## src/rtl/cache_arb_pkg.sv

```systemverilog
// cache_arb_pkg: shared types and width defaults for the
// icache/dcache to physical-memory cacheline arbiter.
package cache_arb_pkg;

    localparam int ADDR_W_DEF = 32;
    localparam int LINE_W_DEF = 256;

    typedef enum logic [1:0] {
        IDLE,
        SERVE_I,
        SERVE_D
    } state_t;

    typedef enum logic {
        I,
        D
    } side_t;

endpackage

```

## src/rtl/cacheline_arbiter_arb_pick.sv

```systemverilog
// arb_pick: combinational tie-break between icache and dcache.
// Ports: req_i, req_d, last_grant in; grant (side_t) out.
// ARB_ROUND_ROBIN_EN: on a tie grant the side not in last_grant;
// otherwise the dcache always wins a tie.
module arb_pick
    import cache_arb_pkg::*;
(
    input  logic  req_i,
    input  logic  req_d,
    input  side_t last_grant,
    output side_t grant
);

`ifndef ARB_ROUND_ROBIN_EN
    logic unused_last;
    assign unused_last = (last_grant == D);
`endif

    always_comb begin
        grant = D;
        unique case (1'b1)
            (req_i & ~req_d): grant = I;
            (req_d & ~req_i): grant = D;
            (req_i & req_d): begin
`ifdef ARB_ROUND_ROBIN_EN
                grant = (last_grant == I) ? D : I;
`else
                grant = D;
`endif
            end
            default: grant = D;
        endcase
    end

endmodule

```

## src/rtl/cacheline_arbiter.sv

```systemverilog
// cacheline_arbiter: shares one physical-memory port between
// an icache (fill only) and a dcache (fill and writeback).
// Ports: clk, rst_n (async, active-low);
//   icache: i_pmem_read, i_pmem_address -> i_pmem_rdata, i_pmem_resp
//   dcache: d_pmem_read, d_pmem_write, d_pmem_address, d_pmem_wdata
//           -> d_pmem_rdata, d_pmem_resp
//   memory: pmem_read, pmem_write, pmem_address, pmem_wdata
//           <- pmem_rdata, pmem_resp (one-cycle pulse)
// Macro ARB_ROUND_ROBIN_EN selects round-robin tie-break;
// undefined gives fixed dcache priority.
module cacheline_arbiter
    import cache_arb_pkg::*;
#(
    parameter int ADDR_W = ADDR_W_DEF,
    parameter int LINE_W = LINE_W_DEF
) (
    input  logic              clk,
    input  logic              rst_n,
    input  logic              i_pmem_read,
    input  logic [ADDR_W-1:0] i_pmem_address,
    output logic [LINE_W-1:0] i_pmem_rdata,
    output logic              i_pmem_resp,
    input  logic              d_pmem_read,
    input  logic              d_pmem_write,
    input  logic [ADDR_W-1:0] d_pmem_address,
    input  logic [LINE_W-1:0] d_pmem_wdata,
    output logic [LINE_W-1:0] d_pmem_rdata,
    output logic              d_pmem_resp,
    output logic              pmem_read,
    output logic              pmem_write,
    output logic [ADDR_W-1:0] pmem_address,
    output logic [LINE_W-1:0] pmem_wdata,
    input  logic [LINE_W-1:0] pmem_rdata,
    input  logic              pmem_resp
);

    state_t state;
    state_t state_nx;
    side_t  grant;
    side_t  last_grant;
    logic   req_i;
    logic   req_d;
    logic   start;

    assign req_i = i_pmem_read;
    assign req_d = d_pmem_read | d_pmem_write;
    assign start = (state == IDLE) & (req_i | req_d);

    arb_pick u_pick (
        .req_i      (req_i),
        .req_d      (req_d),
        .last_grant (last_grant),
        .grant      (grant)
    );

    always_comb begin
        state_nx = state;
        unique case (state)
            IDLE: begin
                if (start)
                    state_nx = (grant == I) ? SERVE_I : SERVE_D;
            end
            SERVE_I, SERVE_D: begin
                if (pmem_resp)
                    state_nx = IDLE;
            end
            default: state_nx = IDLE;
        endcase
    end

    // Memory-side outputs are captured at the grant edge and held
    // until the response, whatever the requester does meanwhile.
    always_ff @(posedge clk or negedge rst_n) begin
        if (!rst_n) begin
            state        <= IDLE;
            pmem_read    <= 1'b0;
            pmem_write   <= 1'b0;
            pmem_address <= '0;
            pmem_wdata   <= '0;
        end else begin
            state <= state_nx;
            if (start) begin
                if (grant == I) begin
                    pmem_read    <= 1'b1;
                    pmem_write   <= 1'b0;
                    pmem_address <= i_pmem_address;
                    pmem_wdata   <= '0;
                end else begin
                    // Writeback wins if both d requests are up.
                    pmem_read    <= ~d_pmem_write;
                    pmem_write   <= d_pmem_write;
                    pmem_address <= d_pmem_address;
                    pmem_wdata   <= d_pmem_write ? d_pmem_wdata : '0;
                end
            end else if ((state != IDLE) && pmem_resp) begin
                pmem_read  <= 1'b0;
                pmem_write <= 1'b0;
            end
        end
    end

`ifdef ARB_ROUND_ROBIN_EN
    always_ff @(posedge clk or negedge rst_n) begin
        if (!rst_n)
            last_grant <= I;
        else if (start)
            last_grant <= grant;
    end
`else
    assign last_grant = D;
`endif

    assign i_pmem_resp = (state == SERVE_I) & pmem_resp;
    assign d_pmem_resp = (state == SERVE_D) & pmem_resp;

    // Data is only forwarded for a completing read; a writeback
    // response carries nothing back to the dcache.
    assign i_pmem_rdata = (i_pmem_resp & pmem_read) ? pmem_rdata : '0;
    assign d_pmem_rdata = (d_pmem_resp & pmem_read) ? pmem_rdata : '0;

endmodule

```

## config.mk

```make
export PLATFORM = sky130hd
export DESIGN_NAME = cacheline_arbiter
export DESIGN_NICKNAME = d
export VERILOG_FILES = /design/src/rtl/cache_arb_pkg.sv /design/src/rtl/cacheline_arbiter_arb_pick.sv /design/src/rtl/cacheline_arbiter.sv
export SDC_FILE = /design/constraint.sdc
export NUM_CORES = 1
export LEC_CHECK = 0
export BUFFER_PORTS_ARGS = -buffer_cell sky130_fd_sc_hd__buf_2
export CAP_MARGIN = 5
export CORE_AREA = 2 2 532 534
export DETAILED_ROUTE_END_ITERATION = 10
export DIE_AREA = 0 0 534 536
export MAX_ROUTING_LAYER = met4
export PLACE_DENSITY_LB_ADDON = 0.25
export SLEW_MARGIN = 10
export SYNTH_ARGS = -nofsm -noshare
export SYNTH_HDL_FRONTEND = slang
export SYNTH_SLANG_ARGS = --single-unit
```

## constraint.sdc

```tcl
create_clock -name clk -period 1.95 [get_ports clk]
set_clock_uncertainty 0.2 [all_clocks]
set_input_delay 0 -clock clk [delete_from_list [all_inputs] [get_ports clk]]
set_output_delay 0 -clock clk [all_outputs]
set_load 0.1 [all_outputs]
```

==> flow_metrics.py <==
metrics = {
    "outcome": {
        "status": "complete, but fails checks",
        "violations": "negative setup slack",
    },
    "routing": {
        "via_count": 22400,
        "post-route-drc-count": 0,
        "vias_per_cell": 2.93,
        "post_drt_wl_per_cell_um": 27.9,
        "antenna_left": 0,
        "drtPass1Iterations": 5,
        "wirelength_um": 214000,
        "detail_route.iter0.violations": 1315,
    },
    "yosys": {
        "synth_edf_count": 0,
        "synth_cell_types": 22,
        "ys_ff_latch": 292,
        "avgSynthCellArea_um2": 8.13,
        "synth.area.top_cells": "dfrtp_1 (49%), and2_1 (21%), nand2_1 (13%)",
        "ys.flop_type": "dfrtp_1",
        "synth.largest_area_cell": "dfrtp_1",
        "syn-num-nets": 2434,
        "syn_area_mm2": 0.0150,
        "synth_warnings": 0,
        "synthTopCellsByCount": "and2_1 (514), nand2_1 (512), dfrtp_1 (292), nand3_1 (256), clkbuf_1 (86)",
        "synth_top_area_share_pct": 48.6,
        "synthArstFlopShare_pct": 100,
        "ys_seq_area_share_pct": 48.6,
        "synthCells": 1849,
        "synth_most_common_cell": "and2_1",
    },
    "critical_path": {
        "worstSetupPathType": "register to output port",
        "critPathSlowestCell": "dfrtp_1",
        "critPathMaxStageDelay_ns": 0.40,
        "endpoint_kind": "output port",
        "path_cells": "buf_4 > ha_1 > and3_4 > buf_16 > bufbuf_16 > and2_2 > buf_12",
        "worst_ep_arrival_time_ns": 2.50,
        "cp-start-kind": "register",
        "crit_fanout": 11,
        "critPathRequiredTime_ns": 1.75,
    },
    "power": {
        "power_w": 0.0630,
        "p_leak_nw": 20.2,
        "power_density_mw_per_mm2": 1430,
        "ir_drop_uv": 1330,
    },
    "global_routing": {
        "grt_first_pass_wirelength_um": 264000,
        "grt_max_degree": 86,
        "gr-total-overflow": 0,
        "antenna_found_initial": 156,
        "grt_pass1_vias": 23100,
        "grt_util_all_layers_pct": 14.7,
    },
    "layout": {
        "drive_gt1_share_pct": 55.9,
        "fin_nets": 4406,
        "nFillCells": 31500,
        "finalNonFillerCells": 7644,
        "area_growth_pct": 194,
    },
    "clock_network": {
        "cts_inserted_buffers": 41,
        "clk_latency_ns": 0.64,
        "ctsHtreeMaxLevel": 2,
        "cts.sinks": 292,
        "cts_tree": "built",
        "clock_path_buffers": 3,
        "cts.clk_slew.worst_paths_ns": 0.07,
        "clockRootBuffer": "clkbuf_16",
    },
    "placement": {
        "hpwl_um": 186000,
        "dpl.cell_count": 6950,
        "io_buffers": 1385,
        "place_congestion": 0.987,
    },
    "die": {
        "core_mm2": 0.281,
        "dieArea_mm2": 0.286,
        "initial_core_util_pct": 5.35,
        "top_level_ports": 1386,
        "core.rowCount": 195,
        "fp.dieH_um": 536,
        "fp.dieW_um": 534,
    },
    "timing": {
        "fin_crit_ns": 2.70,
        "finalSetupViolations": 762,
        "max_freq_mhz": 371,
        "report.final.slew_viol_count": 0,
        "hold_viol": 0,
        "timing.final.ws_setup_ns": -0.746,
        "worst_pin_slew_ns": 0.793,
        "fin_hold_ws_ns": 0.0433,
        "rsz0062_at_grt": "yes",
        "fin_crit_sh_pct": 138,
        "slew_headroom_pct": 47.5,
    },
    "run": {
        "maxCapViolCount": 0,
    },
    "min_path": {
        "holdCritPathClass": "input pin to register",
    },
}
-- placed cells by master, fill, tap and decap left out, drive strengths merged, types with 3 or more instances in the layout --
cell / Yosys / routed
a21oi: 4 / 4
and2: 514 / 514
buf: 66 / 1552
bufbuf: 0 / 8
bufinv: 0 / 5
clkbuf: 86 / 65
clkinvlp: 0 / 4
dfrtp: 292 / 292
diode: 0 / 49
dlygate4sd3: 0 / 514
ha: 3 / 3
inv: 3 / 8
nand2: 512 / 512
nand3: 256 / 256
nor2: 69 / 69
o22ai: 33 / 33
-- per-stage QoR --
stage,setup TNS [ns],worst slack (ns),utilization [%],cell area [µm²]
6_report,-346.87,-0.746,15.7,44200
5_1_grt,-427.97,-0.825,15.7,44100
4_1_cts,-412.66,-0.838,15.6,43700
3_5_place_dp,-20.67,-0.170,12.8,35800
3_3_place_gp,-34.05,-0.220,12.8,35800
2_1_floorplan,-1.27,-0.0317,-,15700
-- kinds of logic after synthesis --
group	after synthesis	synth area share, %
AND/OR/NAND/NOR	1357	44.7
buffers and inverters	155	4.57
AO/OA/AOI/OAI	42	1.86
adder cells (fa/ha/maj)	3	0.250
flip-flops	292	48.6
-- path summary, 6_finish.rpt --
path                                              from                            to  slack, ns  cells after the start
setup reg to reg                  state[1]$_DFFE_PN0P_  pmem_address[30]$_DFFE_PN0P_      -0.30                      9
min in group asynchronous                        rst_n   pmem_wdata[214]$_DFFE_PN0P_       0.26                      4
hold reg to reg            pmem_wdata[126]$_DFFE_PN0P_   pmem_wdata[126]$_DFFE_PN0P_       0.26                      2
max in group asynchronous                        rst_n    pmem_wdata[70]$_DFFE_PN0P_       0.49                      6
setup / recovery                  state[1]$_DFFE_PN0P_              d_pmem_rdata[18]      -0.75                      7
hold / removal                       d_pmem_wdata[192]   pmem_wdata[192]$_DFFE_PN0P_       0.04                      4
-- flip-flops by register name, summed over array words and instances (netlist names) --
register	flops
pmem_address	32
state	2
pmem_wdata	256
pmem_write	1
pmem_read	1
-- worst max-delay path, delay by kind of cell, from the launching register on --
kind	cells	cell delay [ns]
AND/OR/NAND/NOR	2	0.42
flip-flops	1	0.40
adder cells (fa/ha/maj)	1	0.18
buffers and inverters	4	0.80
-- routing by layer --
| layer | share of wire, % | track usage, % | vias up |
|---|---|---|---|
| met4 | 2.1 | 2.65 | 0 |
| met2 | 45 | 23.2 | 1380 |
| met1 | 40 | 17.1 | 10900 |
| li1 | - | - | 9828 |
| met3 | 12 | 7.07 | 275 |
| met5 | 0 | - | - |
-- where the power goes --
| part | switching (W) | internal [W] |
|---|---|---|
| clock | 0.00339 | 0.00487 |
| sequential | 0.00148 | 0.00853 |
| combinational | 0.0353 | 0.00945 |
| total | 0.0402 | 0.0228 |
-- what timing repair did --
item / in CTS / in global routing
resized for setup: 157 / 63
pin swaps: 3 / 0
hold buffers: 515 / 0
hold endpoints to repair: 584 / 0
endpoints found under the setup margin: 604 / 799
cloned: 27 / 7
setup buffers: 17 / 5
-- layout make-up --
type	count	area, µm²	share of cell area, %
Inverter	3	11.3	0.0255
Timing Repair Buffer	2081	22700	51.3
Sequential cell	292	7310	16.5
Clock inverter	16	239	0.541
Clock buffer	58	1170	2.65
Multi-Input combinational cell	1402	7970	18.1
Antenna cell	49	123	0.278
Tap cell	3743	4680	10.6
(Power assumes the default switching activity.)
